==> src/rtl/pixel_readout_buffer.sv <==
// Purpose: double-buffered pixel row readout; captures full rows and streams them as bus-width beats (optional gray decode via GRAY_DECODE_EN).
// Latency: a row captured at posedge N presents beat 0 during cycle N+1; one beat per cycle thereafter.
// Backpressure: OUT_READY low holds the current beat; ROW_READY drops only when both banks are full.
module pixel_readout_buffer #(
   parameter int PIXEL_ARRAY_WIDTH = 8,
   parameter int OUTPUT_BUS_WIDTH  = 2,
   parameter int PIXEL_BITS        = 8,
   parameter int ROW_IDX_BITS      = 8
) (
   input  logic                                      CLK,
   input  logic                                      RESET_N,
   input  logic                                      ROW_VALID,
   output logic                                      ROW_READY,
   input  logic [PIXEL_ARRAY_WIDTH*PIXEL_BITS-1:0]   ROW_DATA,
   output logic                                      OUT_VALID,
   input  logic                                      OUT_READY,
   output logic [OUTPUT_BUS_WIDTH*PIXEL_BITS-1:0]    OUT_DATA,
   output logic                                      OUT_LAST,
   output logic [ROW_IDX_BITS-1:0]                   OUT_ROW_IDX,
   output logic                                      BUSY
);

   localparam int BEATS  = PIXEL_ARRAY_WIDTH / OUTPUT_BUS_WIDTH;
   localparam int BEAT_W = (BEATS > 1) ? $clog2(BEATS) : 1;
   localparam int ROW_W  = PIXEL_ARRAY_WIDTH * PIXEL_BITS;
   localparam int OUT_W  = OUTPUT_BUS_WIDTH * PIXEL_BITS;
   localparam logic [BEAT_W-1:0] LAST_BEAT = BEAT_W'(BEATS - 1);

   // Occupancy of the two banks; tracks the number of set full flags.
   typedef enum logic [1:0] {
      OCC_EMPTY = 2'd0,
      OCC_ONE   = 2'd1,
      OCC_TWO   = 2'd2
   } occ_t;

   occ_t                    occ_q;
   occ_t                    occ_d;
   logic [ROW_W-1:0]        bank_a;
   logic [ROW_W-1:0]        bank_b;
   logic [ROW_W-1:0]        row_dec;
   logic [ROW_W-1:0]        rd_bank;
   logic [1:0]              full;
   logic                    wp;
   logic                    rp;
   logic [BEAT_W-1:0]       beat;
   logic [ROW_IDX_BITS-1:0] row_idx;
   logic                    capture;
   logic                    beat_hs;
   logic                    last_hs;

`ifdef GRAY_DECODE_EN
   function automatic logic [PIXEL_BITS-1:0] gray2bin(input logic [PIXEL_BITS-1:0] g);
      logic [PIXEL_BITS-1:0] b;
      b = g;
      for (int i = PIXEL_BITS - 2; i >= 0; i--) begin
         b[i] = b[i+1] ^ g[i];
      end
      return b;
   endfunction
`endif

   // Ready depends only on registered state (and reset), never on the drain side this cycle.
   assign ROW_READY = RESET_N & ~full[wp];
   assign capture   = ROW_VALID & ROW_READY;

   assign OUT_VALID   = full[rp];
   assign rd_bank     = rp ? bank_b : bank_a;
   assign OUT_DATA    = OUT_VALID ? rd_bank[int'(beat) * OUT_W +: OUT_W] : '0;
   assign OUT_LAST    = OUT_VALID & (beat == LAST_BEAT);
   assign OUT_ROW_IDX = row_idx;

   assign beat_hs = OUT_VALID & OUT_READY;
   assign last_hs = beat_hs & (beat == LAST_BEAT);

   // Per-pixel decode in front of the bank registers (pass-through when gray decode is off).
   always_comb begin
      row_dec = ROW_DATA;
`ifdef GRAY_DECODE_EN
      for (int p = 0; p < PIXEL_ARRAY_WIDTH; p++) begin
         row_dec[p*PIXEL_BITS +: PIXEL_BITS] = gray2bin(ROW_DATA[p*PIXEL_BITS +: PIXEL_BITS]);
      end
`endif
   end

   // Load the selected bank on capture and advance the write pointer.
   always_ff @(posedge CLK or negedge RESET_N) begin
      if (!RESET_N) begin
         bank_a <= '0;
         bank_b <= '0;
         wp     <= 1'b0;
      end else if (capture) begin
         if (wp) begin
            bank_b <= row_dec;
         end else begin
            bank_a <= row_dec;
         end
         wp <= ~wp;
      end
   end

   // Full flags: set on capture, cleared when the final beat is accepted.
   // Capture needs ~full[wp] and drain needs full[rp], so both never hit the same bank.
   always_ff @(posedge CLK or negedge RESET_N) begin
      if (!RESET_N) begin
         full <= 2'b00;
      end else begin
         if (capture) begin
            full[wp] <= 1'b1;
         end
         if (last_hs) begin
            full[rp] <= 1'b0;
         end
      end
   end

   // Drain position: beat counter, read pointer and row sequence number.
   always_ff @(posedge CLK or negedge RESET_N) begin
      if (!RESET_N) begin
         beat    <= '0;
         rp      <= 1'b0;
         row_idx <= '0;
      end else if (beat_hs) begin
         if (last_hs) begin
            beat    <= '0;
            rp      <= ~rp;
            row_idx <= row_idx + 1'b1;
         end else begin
            beat <= beat + 1'b1;
         end
      end
   end

   // Occupancy state register.
   always_ff @(posedge CLK or negedge RESET_N) begin
      if (!RESET_N) begin
         occ_q <= OCC_EMPTY;
      end else begin
         occ_q <= occ_d;
      end
   end

   // Occupancy next state: capture adds one, final beat removes one, both cancel.
   always_comb begin
      occ_d = occ_q;
      BUSY  = 1'b1;
      case (occ_q)
         OCC_EMPTY: begin
            BUSY = 1'b0;
            if (capture) occ_d = OCC_ONE;
         end
         OCC_ONE: begin
            if (capture && !last_hs)      occ_d = OCC_TWO;
            else if (last_hs && !capture) occ_d = OCC_EMPTY;
         end
         OCC_TWO: begin
            if (last_hs) occ_d = OCC_ONE;
         end
         default: begin
            occ_d = OCC_EMPTY;
            BUSY  = 1'b0;
         end
      endcase
   end

endmodule

==> config.mk <==
export PLATFORM = sky130hd
export DESIGN_NAME = pixel_readout_buffer
export DESIGN_NICKNAME = d
export VERILOG_FILES = /design/src/rtl/pixel_readout_buffer.sv
export SDC_FILE = /design/constraint.sdc
export NUM_CORES = 1
export LEC_CHECK = 0
export CORE_MARGIN = 2
export CORE_UTILIZATION = 59
export CTS_CLUSTER_DIAMETER = 150
export DETAILED_ROUTE_END_ITERATION = 16
export PLACE_DENSITY = 0.91
export SYNTH_ARGS = -nofsm -noshare
export SYNTH_HDL_FRONTEND = slang
export SYNTH_SLANG_ARGS = --single-unit
==> constraint.sdc <==
create_clock -name CLK -period 4.7 [get_ports CLK]
set_input_delay 1.175 -clock CLK [delete_from_list [all_inputs] [get_ports CLK]]
set_output_delay 1.175 -clock CLK [all_outputs]
set_load 0.05 [all_outputs]
==> results.md <==
- Status: finished, final reports clean
- Sequential power share: 0.336
- Switching share of power: 0.3646
- Setup ws final: 0.6836 ns
- FF+latch count, synth: 144
- Ports: 96
- Starting Density: 0.6074
- HPWL Detailed: 9589 um
- Remaining Overflow, GRT: 0
- Number of detailed-route iterations in the first pass: 4
- Tcrit/Tclk final: 0.8545
- Non-filler cells, final: 681
- Sequential share of the synthesized area: 0.5173
- Initial antenna violation count: 0
- Routability cong.: 0.8581
- Min Hold Slack: 0.4795 ns
- Combinational power share: 0.462
- CP Launch Point: rp
- Clock Tree Buf Depth: 2
- Final wirelength: 14,320 um
- Startpoint Class: flip-flop
- IO buf count: 95
- Wirelength per Cell: 21.03 um
- Setup tns final: 0 ns
- Clock Latency Late Sink: 0.42 ns
- Max IR drop VDD: 803.0 uV
- Ant. Diodes: 0
- Post-CTS setup buffer count: 0
- Max Transition Viols Final: 0
- Syn Std Cell Area: 6965 um^2
- Library cells used by synthesis: 35
- Total GRT Usage: 0.2474
- Drc violations: 0
- Worst Hold Class: flip-flop to flip-flop
- Main flop type after synthesis: dfrtp_1
- P&R area growth vs syn: 22.83%
- Die H: 112.7 um
- Chip width: 112.7 um
- Register area: 3605 um^2
- Worst-Margin Slew: 1.070 ns
- Power per cell area: 784.4 nW/um^2
- Die ar.: 12,690 um^2
- Max Clk Rate: 249.0 MHz
- Worst rel slew slack: 0.2869
- Mapped Cells: 428
- Crit path kind: flip-flop to primary output
- First-pass GRT wire length: 23,750 um
- Fin crit period: 4.016 ns
- Final instance area: 8556 um^2
- P_leak: 3.877 nW
- CTS tree: done
- Nets: 599
- Number of synthesized flops with an enable pin: 0
- Layout cells sized above 1: 0.2974
- Hold Fails Final Rpt: 0
- P_int: 4.264 mW
- Critical Path Sink Type: primary output
- Placed cell area: 7953 um^2
- Area occupied by multi-input gates: 3097 um^2
- DP Cell Count: 649
- Synth Net Count: 502
- Ys async rst share: 1.000
- Leading area contributor after synthesis: dfrtp_1
- Clk slew on worst S/H paths: 0.05 ns
- Post-CTS Hold Buffers: 0
- Syn_area_per_cell: 16.27 um^2
- Core ar.: 11,470 um^2
- Setup-failing EPs final: 0
- Max_cap viols: 0
- CP required: 3.52 ns
- Rows: 39
- # fillers: 694
- Via Count: 3,958
- Worst EP arrival: 2.84 ns
- Crit path max fanout: 19
- Root Buffer: clkbuf_16
- Min-delay src: bank_a[50]
- H-tree levels: 4
- Top-count cell post-synth: dfrtp_1
- CTS-repair resized insts: 0
- Largest net degree at the start of global routing: 86
- Clock Sink Count: 144
- NetSw: 2.447 mW
- TritonCTS Buffers: 17
- Clock Power Share: 0.202
- Clock skew: 0.006969 ns
- Pre-CTS setup slack: 1.012 ns
- RSZ-0062 raised after global routing: false
- YS warnings: 0
- Starting DRT DRC Count: 274
- Vias in the first global route: 4,416
- Final ANT Viol Nets: 0
- Synth top area share: 0.5173
- Top cells by count, synth: 144 x dfrtp_1, 61 x mux2_4, 49 x mux2_1
- Cells taking the most area after synthesis: dfrtp_1 52%, mux2_4 13%, mux4_2 10%, mux2_1 7.9%, mux2_2 3.4%
- Critical R2R Launch: wp
- Vias/cell: 5.812
-- sequential cells by signal (all words and copies together) (netlist names) --
register,count
beat,2
full,2
bank_a,64
occ_q,2
wp,1
bank_b,64
rp,1
OUT_ROW_IDX,8
-- final cells by class --
class	count	area share
clock buffers	23	0.05820
inverters	4	0.001755
repair buffers	104	0.1236
clock inverters	9	0.01228
flip-flops and latches	144	0.4213
well taps	143	0.02091
multi-input cells	254	0.3619
-- final timing paths --
kind | endpoint | slack, ns | depth (start not counted)
worst max-delay path | OUT_DATA[7] | 0.68 | 5
worst min-delay path | bank_a[50] | 0.48 | 1
worst max register to register | bank_a[9] | 2.13 | 5
worst min register to register | bank_a[50] | 0.48 | 1
max in group asynchronous | rp | 2.15 | 3
min in group asynchronous | OUT_ROW_IDX[5] | 0.90 | 2
-- metal layers --
metal	GRT usage	wire length, um	vias to the layer above
met2	0.4076	7288	118
met4	0.08943	380	0
met1	0.3121	5926	2042
li1	-	-	1769
met3	0.07667	728	29
met5	0	0	-
-- placed cells by master (no fill, tap or decap), drive strengths merged --
cell | Yosys | final
nor2b | 1 | 1
nand4 | 2 | 2
clkinvlp | 0 | 4
inv | 4 | 4
bufinv | 0 | 2
clkbuf | 5 | 23
o22a | 1 | 1
nor2 | 19 | 19
a311o | 1 | 1
o31ai | 3 | 3
nand2 | 8 | 8
ha | 6 | 6
xnor2 | 8 | 8
o311a | 1 | 1
a21oi | 4 | 4
nor3 | 3 | 3
and3 | 2 | 2
dfrtp | 144 | 144
mux2i | 18 | 18
o2111ai | 1 | 1
o21ai | 4 | 4
mux2 | 131 | 131
nand3 | 4 | 4
and2 | 3 | 3
buf | 21 | 10
xor2 | 1 | 1
clkinv | 0 | 3
a21o | 1 | 1
clkdlybuf4s50 | 0 | 94
mux4 | 32 | 32
-- power by group through the flow --
stage / logic [mW] / registers (mW) / clock network [mW]
final: 3.10 / 2.25 / 1.35
after global routing: 3.28 / 2.33 / 1.43
after CTS: 3.13 / 2.26 / 1.37
after detailed placement: 3.10 / 2.26 / 0
after global placement: 3.03 / 2.22 / 0
after floorplan: 2.36 / 2.10 / 0
-- kinds of logic after synthesis --
| family | synth area share |
|---|---|
| multiplexers | 0.3740 |
| flip-flops | 0.5173 |
| AND/OR/NAND/NOR | 0.03180 |
| buffers and inverters | 0.03934 |
| AO/OA/AOI/OAI | 0.01545 |
| XOR/XNOR | 0.01132 |
| adder cells (fa/ha/maj) | 0.01078 |
-- per-stage QoR --
step                total power [mW]  utilization
global route                   7.037       0.7461
finish                         6.711       0.7461
global placement               5.242       0.6935
CTS                            6.752       0.7461
floorplan                      4.464            -
detailed placement             5.360       0.6935
-- critical path: stages (launching register included) --
cell and delay (ns):
dfrtp_2 0.65, buf_12 0.26, mux4_2 0.55, mux2i_1 0.16
nor2_1 0.08, clkdlybuf4s50_1 0.70
Note: power is estimated with default switching activity, not from simulation.
